--- src/rtl/harvest_pkg.sv ---
// Shared definitions for the harvest sensing sequencer: FSM state encoding and fault bit indices.
package harvest_pkg;

  typedef enum logic [2:0] {
    S_IDLE       = 3'd0,
    S_PING       = 3'd1,
    S_WAIT_PING  = 3'd2,
    S_ARM        = 3'd3,
    S_WAIT_FRAME = 3'd4,
    S_INFER      = 3'd5,
    S_WAIT_INFER = 3'd6,
    S_DECIDE     = 3'd7
  } state_t;

  localparam int FAULT_PING  = 0;
  localparam int FAULT_FRAME = 1;

endpackage

--- src/rtl/seq_timeout_timer.sv ---
// Shared stage timer: clears on load, otherwise counts up and sticks at all-ones.
// expired is combinational from the count; ena low freezes the count.
module seq_timeout_timer #(
  parameter int TMR_W = 21
) (
  input  logic             clk,
  input  logic             rst_n,
  input  logic             ena,
  input  logic             load,
  input  logic [TMR_W-1:0] limit,
  output logic             expired
);

  logic [TMR_W-1:0] count;

  always_ff @(posedge clk or negedge rst_n) begin
    if (!rst_n) begin
      count <= '0;
    end else if (ena) begin
      if (load) begin
        count <= '0;
      end else if (count != '1) begin
        count <= count + 1'b1;
      end
    end
  end

  assign expired = (count == limit - 1'b1);

endmodule

--- src/rtl/harvest_sense_sequencer.sv ---
// One sensing cycle (ping, frame, BNN, decide) with stage timeouts and N-positive buzzer confirmation.
// Pulses are state decodes gated by ena; buzzer lags harvest_cnt by one cycle. UART_OVERRIDE_EN ORs alert_in into buzzer.
module harvest_sense_sequencer
  import harvest_pkg::*;
#(
  parameter int TMR_W         = 21,
  parameter int PING_TIMEOUT  = 750000,
  parameter int FRAME_TIMEOUT = 1500000,
  parameter int CONFIRM_N     = 3,
  parameter int CNT_W         = 3
) (
  input  logic             clk,
  input  logic             rst_n,
  input  logic             ena,
  input  logic             run,
  input  logic             fault_clr,
  output logic             ping_req,
  input  logic             ping_done,
  output logic             frame_arm,
  input  logic             frame_done,
  output logic             infer_start,
  input  logic             infer_done,
  input  logic             prediction,
  input  logic             alert_in,
  output logic             buzzer,
  output logic             busy,
  output logic [1:0]       fault,
  output logic [CNT_W-1:0] harvest_cnt
);

  localparam logic [TMR_W-1:0] PING_LIM  = TMR_W'(PING_TIMEOUT);
  localparam logic [TMR_W-1:0] FRAME_LIM = TMR_W'(FRAME_TIMEOUT);
  localparam logic [CNT_W-1:0] CNT_MAX   = CNT_W'(CONFIRM_N);

  state_t           state, state_nxt;
  logic             tmr_load;
  logic             tmr_expired;
  logic [TMR_W-1:0] tmr_limit;
  logic [1:0]       fault_set;
  logic             cnt_upd;
  logic             confirmed;
  logic             buzzer_nxt;

  assign tmr_limit = (state == S_WAIT_FRAME) ? FRAME_LIM : PING_LIM;

  seq_timeout_timer #(.TMR_W(TMR_W)) u_timer (
    .clk     (clk),
    .rst_n   (rst_n),
    .ena     (ena),
    .load    (tmr_load),
    .limit   (tmr_limit),
    .expired (tmr_expired)
  );

  // A done pulse beats a simultaneous timeout, so no fault is raised in that case.
  always_comb begin
    state_nxt = state;
    tmr_load  = 1'b0;
    fault_set = 2'b00;
    cnt_upd   = 1'b0;
    case (state)
      S_IDLE: if (run) state_nxt = S_PING;
      S_PING: begin
        state_nxt = S_WAIT_PING;
        tmr_load  = 1'b1;
      end
      S_WAIT_PING: begin
        if (ping_done) begin
          state_nxt = S_ARM;
        end else if (tmr_expired) begin
          fault_set[FAULT_PING] = 1'b1;
          state_nxt             = S_ARM;
        end
      end
      S_ARM: begin
        state_nxt = S_WAIT_FRAME;
        tmr_load  = 1'b1;
      end
      S_WAIT_FRAME: begin
        if (frame_done) begin
          state_nxt = S_INFER;
        end else if (tmr_expired) begin
          fault_set[FAULT_FRAME] = 1'b1;
          state_nxt              = S_IDLE;
        end
      end
      S_INFER:      state_nxt = S_WAIT_INFER;
      S_WAIT_INFER: if (infer_done) state_nxt = S_DECIDE;
      S_DECIDE: begin
        cnt_upd   = 1'b1;
        state_nxt = run ? S_PING : S_IDLE;
      end
      default: state_nxt = S_IDLE;
    endcase
  end

  assign confirmed = (harvest_cnt == CNT_MAX);

`ifdef UART_OVERRIDE_EN
  assign buzzer_nxt = confirmed | alert_in;
`else
  logic unused_alert_in;
  assign unused_alert_in = alert_in;
  assign buzzer_nxt      = confirmed;
`endif

  always_ff @(posedge clk or negedge rst_n) begin
    if (!rst_n) begin
      state       <= S_IDLE;
      fault       <= 2'b00;
      harvest_cnt <= '0;
      buzzer      <= 1'b0;
    end else if (ena) begin
      state  <= state_nxt;
      fault  <= (fault & ~{2{fault_clr}}) | fault_set;
      buzzer <= buzzer_nxt;
      if (cnt_upd) begin
        if (!prediction) begin
          harvest_cnt <= '0;
        end else if (harvest_cnt != CNT_MAX) begin
          harvest_cnt <= harvest_cnt + 1'b1;
        end
      end
    end
  end

  assign ping_req    = (state == S_PING) & ena;
  assign infer_start = (state == S_INFER) & ena;
  assign frame_arm   = (state == S_ARM) | (state == S_WAIT_FRAME);
  assign busy        = (state != S_IDLE);

endmodule
--- config.mk ---
export PLATFORM = sky130hd
export DESIGN_NAME = harvest_sense_sequencer
export DESIGN_NICKNAME = d
export VERILOG_FILES = /design/src/rtl/harvest_pkg.sv /design/src/rtl/seq_timeout_timer.sv /design/src/rtl/harvest_sense_sequencer.sv
export SDC_FILE = /design/constraint.sdc
export NUM_CORES = 1
export LEC_CHECK = 0
export ABC_AREA = 1
export BUFFER_PORTS_ARGS = -buffer_cell sky130_fd_sc_hd__buf_2
export CORE_MARGIN = 5
export CORE_UTILIZATION = 45
export CTS_CLUSTER_SIZE = 10
export DETAILED_ROUTE_END_ITERATION = 7
export PLACE_DENSITY = 0.63
export SYNTH_ARGS = -nofsm -noshare
export SYNTH_HDL_FRONTEND = slang
export SYNTH_SLANG_ARGS = --single-unit
--- constraint.sdc ---
create_clock -name clk -period 2.4 [get_ports clk]
set_input_delay 0.72 -clock clk [delete_from_list [all_inputs] [get_ports clk]]
set_output_delay 0.72 -clock clk [all_outputs]
set_load 0.005 [all_outputs]
==> run_results.csv <==
group,metric,value,unit
run_status,status,"finished clean",
grt,antenna_found_initial,0,
grt,grt_pass1_vias,1755,
grt,gr-max-usage-layer,"met2",
synth,muxShareOfSynthArea,0,%
floorplanning,ioPinCount,20,
floorplanning,die_height,78.7,um
grt,met2_usage,26.6,%
sta,timing.final.crit_share,87.0,%
final_layout,area_delta_synth_final,11.4,%
drt,drt-total-wl,4680,um
sta,report.final.slew_viol_count,0,
worst_setup_path,r2r_slack,430,ps
min_path,hp-class,"primary input to async pin",
grt,grt_usage,16.8,%
sta,setup_viol,0,
clocking,clk_latency,290,ps
synth,synth_warnings,0,
clocking,clock-sinks,30,
sta,slew_headroom,55.1,%
synth,synth_top_family_by_area,"simple AND/OR/NAND/NOR gates",
grt,met3_usage,3.85,%
drt,drtIter0Drc,77,
synth,synthCells,305,
drt,drc_errors,0,
worst_setup_path,startpoint_type,"flip-flop",
clocking,cts_setup_buffers,0,
clocking,cts_tree,"done",
sta,hold_viol,0,
synth,synth_cell_types,29,
placed_design,dp_hpwl,3600,um
power,peakVddDrop,0.000343,V
sta,timing.setup.tns,0,ps
floorplanning,placeableCoreArea,4660,sq um
floorplanning,initial_utilization,45.6,%
worst_setup_path,arrival,1370,ps
worst_setup_path,cp.required,1680,ps
synth,yosys.area_share.adder,1.77,%
worst_setup_path,end_kind,"output port",
synth,syn_area,2130,sq um
final_layout,final_cell_mix,"nand2_1 (95), nor2_1 (44), dfrtp_1 (30)",
sta,max_freq,479,MHz
grt,grt_pass1_wl,8310,um
synth,yosys.area_share.simple,42.6,%
synth,synthXorXnorAreaFrac,3.30,%
synth,ys_seq_area_share,35.3,%
grt,gr-usage-met1,23.0,%
drt,avgRoutedWirePerCell,12.2,um
drt,drt_first_pass_iters,4,
clocking,cts_root_buf,"clkbuf_8",
sta,rsz0062_at_grt,"no",
placed_design,place.gp.congestion,0.893,
synth,synth_compound_area_share,8.77,%
grt,overflow,0,
flow_run,max_cap_violations,0,
power,total_power,1.76,mW
clocking,cts-resized-gates,0,
synth,syn_nets,318,
sta,worst_pin_slew,673,ps
clocking,cts_buffers,5,
drt,vias,1885,
floorplanning,die_w,78.7,um
clocking,clkTransAtPathRegs,70,ps
synth,ys_ff_latch,30,
worst_setup_path,critPathMaxFanout,7,
sta,skew,6.46,ps
placed_design,port_buffers,18,
grt,grt_max_degree,31,
floorplanning,fp-row-count,25,
drt,ant_nets,0,
final_layout,insertedDiodeCount,0,
power,p_per_area,742,nW/um^2
final_layout,drive_gt1_share,20.7,%
clocking,cts.path.max_buffers,2,
power,p_leak,1.05,nW
synth,synth_area_per_cell,6.97,sq um
drt,via_per_inst,4.92,
worst_setup_path,critPathKind,"flip-flop to output port",
clocking,h-tree-depth,2,
sta,post-route-min-period,2090,ps
clocking,hold_buffers,0,
final_layout,final_common_cell,"nand2_1",
final_layout,layout.nets,341,
floorplanning,dieArea,6200,sq um
cell families after synthesis:
kind of cell               count (synthesis)
and+or+nand+nor                          200
buffers and inverters                     35
DFF                                       30
AOI/OAI and AO/OA                         29
xor gates and xnor gates                   8
adders and majority gates                  3
Yosys cell counts:
| master | count | area [sq um] |
|---|---|---|
| a21oi_1 | 3 | 15.0 |
| buf_12 | 1 | 20.0 |
| buf_2 | 2 | 10.0 |
| buf_6 | 1 | 11.3 |
| buf_8 | 1 | 15.0 |
| clkbuf_1 | 1 | 3.75 |
| dfrtp_1 | 30 | 751 |
| ha_1 | 3 | 37.5 |
| inv_1 | 24 | 90.1 |
| inv_2 | 4 | 15.0 |
| inv_8 | 1 | 11.3 |
| nand2_1 | 95 | 357 |
| nand2_2 | 11 | 68.8 |
| nand2_4 | 1 | 11.3 |
| nand2_8 | 1 | 20.0 |
| nand3_1 | 26 | 130 |
| nand4_1 | 7 | 43.8 |
| nor2_1 | 44 | 165 |
| nor2_2 | 3 | 18.8 |
| nor2_4 | 4 | 45.0 |
| nor3_1 | 4 | 20.0 |
| o2111ai_1 | 1 | 8.76 |
| o21ai_0 | 8 | 40.0 |
| o21ai_1 | 5 | 25.0 |
| o21ai_2 | 9 | 78.8 |
| o22ai_1 | 3 | 18.8 |
| or2_2 | 4 | 25.0 |
| xnor2_1 | 1 | 8.76 |
| xor2_1 | 7 | 61.3 |
state kept, by name (all words and copies together) (netlist names):
signal         flops
harvest_cnt        3
buzzer             1
fault              2
u_timer.count     21
state              3
worst max-delay path, stage by stage (launching register included):
cell     delay (ps)
dfrtp_1         470
inv_2            80
nor2_4           90
inv_2            50
nor2_2          110
inv_2            90
nor2_1           80
buf_2           110
per-stage QoR:
stage / cell area (sq um) / instances / hold WS (ps) / worst slack, ps / utilization [%]
3_5_place_dp: 2250 / 375 / 469 / 384 / 48.3
5_1_grt: 2370 / 383 / 517 / 195 / 50.8
6_report: 2370 / 383 / 464 / 311 / 50.8
2_1_floorplan: 2130 / 305 / 424 / 565 / -
4_1_cts: 2370 / 383 / 489 / 301 / 50.8
3_3_place_gp: 2250 / 375 / 459 / 386 / 48.3
worst paths after layout:
kind                       cells after the start           endpoint             start
max in group asynchronous                      1           state[1]             rst_n
min                                            1   u_timer.count[3]             rst_n
max reg2reg                                   11  u_timer.count[14]  u_timer.count[0]
max                                            7           ping_req          state[0]
min reg2reg                                    2             buzzer            buzzer
min in group clk                               2             buzzer            buzzer
routing by layer:
layer	share of wire (%)	routed length, um
met5	0	0
met2	45	2110
met4	0.77	36
met3	4.9	229
met1	49	2310
where the power goes:
group          switching (mW)  internal (mW)  leakage (nW)  total (mW)
Clock                   0.211          0.309        0.0504       0.520
Combinational           0.357          0.198         0.590       0.555
Sequential              0.103          0.578         0.408       0.682
Total                   0.671           1.08          1.05        1.76
area by class of cell:
type	instances	area, sq um
clock inverters	3	45.0
clock buffers	5	68.8
flip-flops and latches	30	751
fillers	477	2290
multi-input cells	240	1200
well taps	54	67.6
inverters	29	116
repair buffers	22	120
No activity file was read; power rests on OpenSTA's default activity.
